--- config.mk ---
export PLATFORM = sky130hd
export DESIGN_NAME = spectrum_bar_processor
export DESIGN_NICKNAME = d
export VERILOG_FILES = /design/src/rtl/visuaudio_pkg.sv /design/src/rtl/bin_level_encoder.sv /design/src/rtl/spectrum_bar_processor.sv
export SDC_FILE = /design/constraint.sdc
export NUM_CORES = 1
export LEC_CHECK = 0
export ABC_AREA = 1
export CORE_MARGIN = 2
export CORE_UTILIZATION = 54
export CTS_CLUSTER_DIAMETER = 50
export DETAILED_ROUTE_END_ITERATION = 6
export PLACE_DENSITY = 0.91
export RECOVER_POWER = 100
export SLEW_MARGIN = 40
export SYNTH_ARGS = -nofsm -noshare
export SYNTH_HDL_FRONTEND = slang
export SYNTH_SLANG_ARGS = --single-unit
--- constraint.sdc ---
create_clock -name i_clk -period 15.9 [get_ports i_clk]
set_input_delay 1.59 -clock i_clk [delete_from_list [all_inputs] [get_ports i_clk]]
set_output_delay 1.59 -clock i_clk [all_outputs]
set_load 0.01 [all_outputs]
--- src/rtl/visuaudio_pkg.sv ---
// Shared types and constants for the audio visualiser datapath
// (FFT controller -> bar processor -> display renderer).
package visuaudio_pkg;

    localparam int NUM_BINS = 16;
    localparam int BIN_W    = 16;
    localparam int LEVEL_W  = 4;
    localparam int IDX_W    = $clog2(NUM_BINS);

    typedef enum logic [1:0] {
        S_IDLE,
        S_LATCH,
        S_PROC,
        S_DONE
    } state_t;

    typedef logic [NUM_BINS-1:0][BIN_W-1:0]   bin_arr_t;
    typedef logic [NUM_BINS-1:0][LEVEL_W-1:0] level_arr_t;

endpackage

--- src/rtl/bin_level_encoder.sv ---
// Signed spectrum bin to log-scale bar level: |bin| (most negative value
// saturated), then leading-one position + 1, or 0 for a zero bin.
module bin_level_encoder
    import visuaudio_pkg::*;
(
    input  logic [BIN_W-1:0]   bin,
    output logic [LEVEL_W-1:0] level
);

    logic [BIN_W-2:0] mag;

    always_comb begin
        if (bin[BIN_W-1]) begin
            mag = ~bin[BIN_W-2:0] + 1'b1;
            // the most negative code has no positive twin; clamp to full scale
            if (bin[BIN_W-2:0] == '0) begin
                mag = '1;
            end
        end else begin
            mag = bin[BIN_W-2:0];
        end

        level = '0;
        for (int i = 0; i < BIN_W-1; i++) begin
            if (mag[i]) begin
                level = LEVEL_W'(i + 1);
            end
        end
    end

endmodule

--- src/rtl/spectrum_bar_processor.sv ---
// Per-frame bar levels and decaying peak-hold markers for the spectrum display.
//   state   | meaning
//   S_IDLE  | waiting for a frame-done pulse from the FFT controller
//   S_LATCH | snapshot of the input bins taken at the end of this cycle
//   S_PROC  | one bin per cycle, k = 0..NUM_BINS-1, level into shadow array
//   S_DONE  | o_frame_valid pulse, new o_level visible
module spectrum_bar_processor
    import visuaudio_pkg::*;
#(
    parameter int DECAY_PERIOD = 3000000
) (
    input  logic                             i_clk,
    input  logic                             i_rst,
    input  logic [NUM_BINS-1:0][BIN_W-1:0]   i_data,
    input  logic                             i_data_done,
    output logic [NUM_BINS-1:0][LEVEL_W-1:0] o_level,
    output logic [NUM_BINS-1:0][LEVEL_W-1:0] o_peak,
    output logic                             o_frame_valid,
    output logic                             o_busy,
    output logic                             o_overrun
);

    localparam int               CNT_W    = $clog2(DECAY_PERIOD);
    localparam logic [CNT_W-1:0] CNT_LAST = CNT_W'(DECAY_PERIOD - 1);
    localparam logic [IDX_W-1:0] K_LAST   = IDX_W'(NUM_BINS - 1);

    state_t             state_q, state_d;
    logic [IDX_W-1:0]   k_q;
    bin_arr_t           snap_q;
    level_arr_t         shadow_q, shadow_d, peak_d;
    logic [CNT_W-1:0]   cnt_q;
    logic               tick, proc, last_bin;
    logic [LEVEL_W-1:0] level_k, decayed;

    assign tick          = (cnt_q == CNT_LAST);
    assign proc          = (state_q == S_PROC);
    assign last_bin      = proc && (k_q == K_LAST);
    assign o_busy        = (state_q != S_IDLE);
    assign o_frame_valid = (state_q == S_DONE);

    bin_level_encoder u_enc (
        .bin   (snap_q[k_q]),
        .level (level_k)
    );

    always_ff @(posedge i_clk or posedge i_rst) begin
        if (i_rst) begin
            state_q <= S_IDLE;
        end else begin
            state_q <= state_d;
        end
    end

    always_comb begin
        state_d = state_q;
        case (state_q)
            S_IDLE:  if (i_data_done) state_d = S_LATCH;
            S_LATCH: state_d = S_PROC;
            S_PROC:  if (k_q == K_LAST) state_d = S_DONE;
            S_DONE:  state_d = S_IDLE;
            default: state_d = S_IDLE;
        endcase
    end

    // Decay and the fresh level meet in one max, so a tick never hides a new peak.
    always_comb begin
        shadow_d = shadow_q;
        peak_d   = o_peak;
        decayed  = '0;
        if (proc) begin
            shadow_d[k_q] = level_k;
        end
        for (int j = 0; j < NUM_BINS; j++) begin
            decayed = (tick && (o_peak[j] != '0)) ? o_peak[j] - 1'b1 : o_peak[j];
            if (proc && (k_q == IDX_W'(j)) && (level_k > decayed)) begin
                peak_d[j] = level_k;
            end else begin
                peak_d[j] = decayed;
            end
        end
    end

    always_ff @(posedge i_clk or posedge i_rst) begin
        if (i_rst) begin
            k_q       <= '0;
            snap_q    <= '0;
            shadow_q  <= '0;
            o_level   <= '0;
            o_peak    <= '0;
            o_overrun <= 1'b0;
            cnt_q     <= '0;
        end else begin
            if (state_q == S_LATCH) begin
                snap_q <= i_data;
            end
            k_q      <= proc ? k_q + 1'b1 : '0;
            shadow_q <= shadow_d;
            if (last_bin) begin
                o_level <= shadow_d;
            end
            o_peak <= peak_d;
            if (i_data_done && (state_q != S_IDLE)) begin
                o_overrun <= 1'b1;
            end
            cnt_q <= tick ? '0 : cnt_q + 1'b1;
        end
    end

endmodule

Word-level counts from Yosys, hierarchy flattened
Cells that the tools add are included.
{"block": "op_classes", "n_lt_le_gt_ge": 18, "bitwise": 1, "n_reduce_logical": 71, "n_addsub": 19, "mux": 60, "n_eq_ne": 21}
{"cell": "4-bit 2-to-1 mux", "count": 42}
{"cell": "16-bit binary-select mux with 4-bit select", "count": 1}
{"cell": "64-bit bitwise mux", "count": 1}
{"cell": "4-bit greater-than comparator", "count": 16}
{"cell": "64-bit 2-to-1 mux", "count": 1}
{"cell": "4-bit nonzero test", "count": 16}
{"cell": "4-bit by 1-bit subtractor with 4-bit output (second input constant)", "count": 16}
{"cell": "1-bit logical AND", "count": 50}
{"cell": "4-bit == test (second input constant)", "count": 8}
{"cell": "15-bit 2-to-1 mux", "count": 2}
{"cell": "22-bit by 1-bit adder with 22-bit output (second input constant)", "count": 1}
{"cell": "22-bit == test (second input constant)", "count": 1}
{"cell": "22-bit 2-to-1 mux", "count": 1}
{"cell": "4-bit demux with 4-bit select", "count": 1}
{"cell": "4-bit by 3-bit == test with 1-bit output (second input constant)", "count": 4}
{"cell": "16-bit 2-to-1 mux", "count": 1}
{"cell": "15-bit by 1-bit adder with 15-bit output (second input constant)", "count": 1}
{"cell": "15-bit logical NOT", "count": 1}
{"cell": "15-bit inverter", "count": 1}
{"cell": "3-bit 2-to-1 mux", "count": 4}
{"cell": "4-bit by 2-bit == test with 1-bit output (second input constant)", "count": 2}
{"cell": "2-bit 2-to-1 mux", "count": 4}
{"cell": "2-bit case mux with 4 select lines", "count": 1}
{"cell": "4-bit by 5-bit less-than comparator with 1-bit output (second input constant)", "count": 1}
{"cell": "12 further kinds", "count": 13}
{"block": "word_totals", "elab_cells": 258, "output_inout_bits": 131, "input_bits": 259, "reg_bits": 477}

Longest topological paths before layout
{"block": "logic_depth", "depth_word": 24, "depth_mapped": 40, "mapped_depth_nobuf": 36}

By module
Synthesis repeated with hierarchy kept, for this count alone.
{"block": "hier_totals", "cells_unflattened": 3067, "area_unflattened_um2": 25104.1}
{"mod": "spectrum_bar_processor", "n_inst": 1, "cells_each": 2925, "area_each_um2": 24392.1, "seq_area_each_um2": 11836.4}
{"mod": "bin_level_encoder", "n_inst": 1, "cells_each": 142, "area_each_um2": 711.9, "seq_area_each_um2": 0.0}

Worst setup path before layout
No wires, ideal clock.
{"block": "synth_timing", "path_kind": "register to register", "startpoint": "reg k_q[0]", "endpoint": "reg o_peak[21] (netlist name)", "setup_ns": 0.079, "stages_incl_launch_ff": 30, "slack_ns": 11.723, "arrival_ns": 4.097, "path_buffers": 4, "required_time_ns": 15.821, "synth_period_minus_slack_ns": 4.177, "path_cell_list": "dfrtp_1 > buf_6 > inv_4 > buf_6 > buf_2 > a21oi_1 > o21ai_1 > nand2_1 > nand2_1 > nand4_2 > inv_1 > ha_1 > nand2_1 > nor2_1 > nand2_2 > o21ai_2 > xor2_1 > nor3_1 > inv_2 > nor2_4 > nand2_2 > nand2_8 > buf_2 > ha_1 > a21oi_1 > o21ai_0 > a21oi_1 > nand3b_1 > nor2_1 > a21oi_1"}
{"item": "from (decl)", "line_no": "spectrum_bar_processor.sv:28", "rtl": "logic [IDX_W-1:0] k_q;"}
{"item": "from (signal assigned)", "line_no": "spectrum_bar_processor.sv:96", "rtl": "k_q <= proc ? k_q + 1'b1 : '0;"}
{"item": "to (signal assigned)", "line_no": "spectrum_bar_processor.sv:101", "rtl": "o_peak <= peak_d;"}
{"item": "to (decl)", "line_no": "spectrum_bar_processor.sv:17", "rtl": "output logic [NUM_BINS-1:0][LEVEL_W-1:0] o_peak,"}

==> metrics.cfg <==
[synthesis]
synth_top_family_by_area=simple AND/OR/NAND/NOR gates
synth_enable_flop_cells=0
synth_most_common_cell=nand2_1
yosys-mux-area-fraction=0.02410
synth-seq-cells=473
ys_seq_area_frac=0.4872
synth-xor-area-share=0.01694
synthCells=2972
yosys_most_used_dff=dfrtp_1
syn-cell-area_um2=24300
yosys.area.top_type_share=0.4872
yosys.area_share.adder=0.04635
synth-compound-area-share=0.1200
syn-num-nets=3321
post_synth.cell_area_avg_um2=8.175
yosysWarnings=0
async_reset_ff_frac=1.000
ys_types=48
yosys.area_share.simple=0.2126
yosys-top-cells-count=nand2_1 (829), dfrtp_1 (473), inv_1 (406)
yosys.area.top_type=dfrtp_1
synth_area_leaders=dfrtp_1 (49%), nand2_1 (13%), inv_1 (6.3%)

[timing]
maxSlewHeadroom=-2.166
holdWs_ns=0.4547
rsz0062_at_grt=no
worst_slack_ns=5.757
min_period_ns=10.14
timing.final.crit_share=0.6379
fmax_ghz=0.09859
fin_setup_tns_ns=0
worst_pin_slew_ns=4.749
drv_slew=790
setup_viol=0
hold_viol=0
skew_ns=0.02302

[worst_setup_path]
critPathCaptureType=flop
path_buf_inv=5
slowest_delay_ns=1.78
critPathTopFamily=buffers and inverters
start_kind=flop
critPathKind=flop to flop
worst-path-stages=26
cp_max_fo=89
r2r_slack_ns=5.76
crit_arrival_ns=10.59
worstRegToRegCells=26
crit_slowest_cell=dfrtp_1
critPathMostFrequentCell=nand2_1
required_ns=16.34

[clocking]
ctsHoldBuffers=0
cts_buffers=51
insertion_delay_ns=0.60
cts.clk_slew.worst_paths_ns=0.06
cts_root_buf=clkbuf_16
cts_buffer_depth=3
post_cts_resized=0
tritoncts=yes
htree_levels=2
cts_setup_buffers=0
clkSinkCount=473

[grt]
met2_usage=0.4723
use_met3=0.04491
grt_pass1_wl_mm=109.8
antenna_found_initial=2
grt_pass1_vias=21250
overflow=0
grt_max_degree=148
top_usage_layer=met2
grt_use_met1=0.3835
grt_usage=0.2969

[floorplan]
fp.dieH_um=216.1
rows=77
die_width_um=216.1
core_um2=44320
top_level_ports=390
initial_core_util=0.5482
die_area_um2=46710

[routing]
drc=0
wl_per_cell_um=17.67
drt_iter0_markers=2257
firstDrtPassIters=6
wirelength_mm=69.69
vias=21550
ant_nets=0
vias_per_cell=5.464

[finish]
drive_above_1_share=0.07260
design_area_um2=30270
fillCellCount=3307
nets=3653
syn2layout_area_growth_pct=24.58
multi_input_area_um2=10140
fin_util=0.6830
seq_area_um2=11840
fin_cells=3944

[place]
dpl_worst_slack_ns=9.941
gp_congestion=0.8891
placed_area_um2=28520
io_buffers=389
dp.cells=3843
dp_hpwl_mm=47.96

[worst_hold_path]
hp-class=flop to flop
min_path_cells=1

[pwr]
peakVddDrop_mv=0.2025
p_total_mw=5.859
power_density_nw_per_um2=193.6
p_leak_nw=14.89

[run]
cap_violations=9

[run_status]
outcome=finished with violations
violations=capacitance limit, slew limit

[power breakdown]
part           leakage, nW  switching [mW]  internal (mW)
clock                0.938           0.504          0.815
sequential            6.00           0.195           1.62
combinational         7.95            1.78          0.945
total                 14.9            2.48           3.38
[area by class of cell]
cell class,instances,share of cell area
antenna,5,0.0004133
clock inverter,29,0.01422
clock buffer,67,0.04849
sequential,473,0.3911
multi-input combinational,1950,0.3351
tap,592,0.02447
inverter,421,0.05241
timing repair buffer,407,0.1338
[state kept, by name, indices dropped and copies added (netlist names)]
signal	cells
snap_q	256
cnt_q	22
k_q	4
o_level	64
o_peak	64
o_overrun	1
state_q	2
shadow_q	60
[kinds of logic after synthesis]
| family | Yosys count |
|---|---|
| simple gates | 1214 |
| buf+inv | 549 |
| compound gates | 547 |
| flops | 473 |
| fa+ha+maj | 90 |
| mux | 52 |
| xor+xnor | 47 |
[cells in the final DEF (no fill, tap or decap), drive strengths merged, types with 2 or more instances in the layout]
master,n
nand2,839
dfrtp,473
inv,415
o21ai,384
clkdlybuf4s50,219
dlygate4sd3,170
nand3,140
nor2,133
a21oi,113
ha,90
clkbuf,75
mux2,52
xor2,45
nand4,40
or2,39
o211ai,25
clkinv,19
a31oi,17
nor3,13
bufinv,10
buf,10
clkinvlp,6
diode,5
nor4,4
nand3b,3
xnor2,2
o31ai,2
and3,2
o21a,2
a22oi,2
[routing by layer]
| metal | up-vias | part of all wire |
|---|---|---|
| li1 | 10130 | - |
| met5 | - | 0 |
| met3 | 235 | 0.070 |
| met2 | 990 | 0.46 |
| met4 | 0 | 0.063 |
| met1 | 10200 | 0.40 |
[path summary, 6_finish.rpt]
kind,endpoint,startpoint
worst max-delay path,o_peak[25],k_q[0]
worst min-delay path,cnt_q[0],cnt_q[0]
worst max register to register,o_peak[25],k_q[0]
worst min register to register,cnt_q[0],cnt_q[0]
max in group asynchronous,shadow_q[30],i_rst
min in group asynchronous,snap_q[76],i_rst
Power figures use the tool's default switching activity.
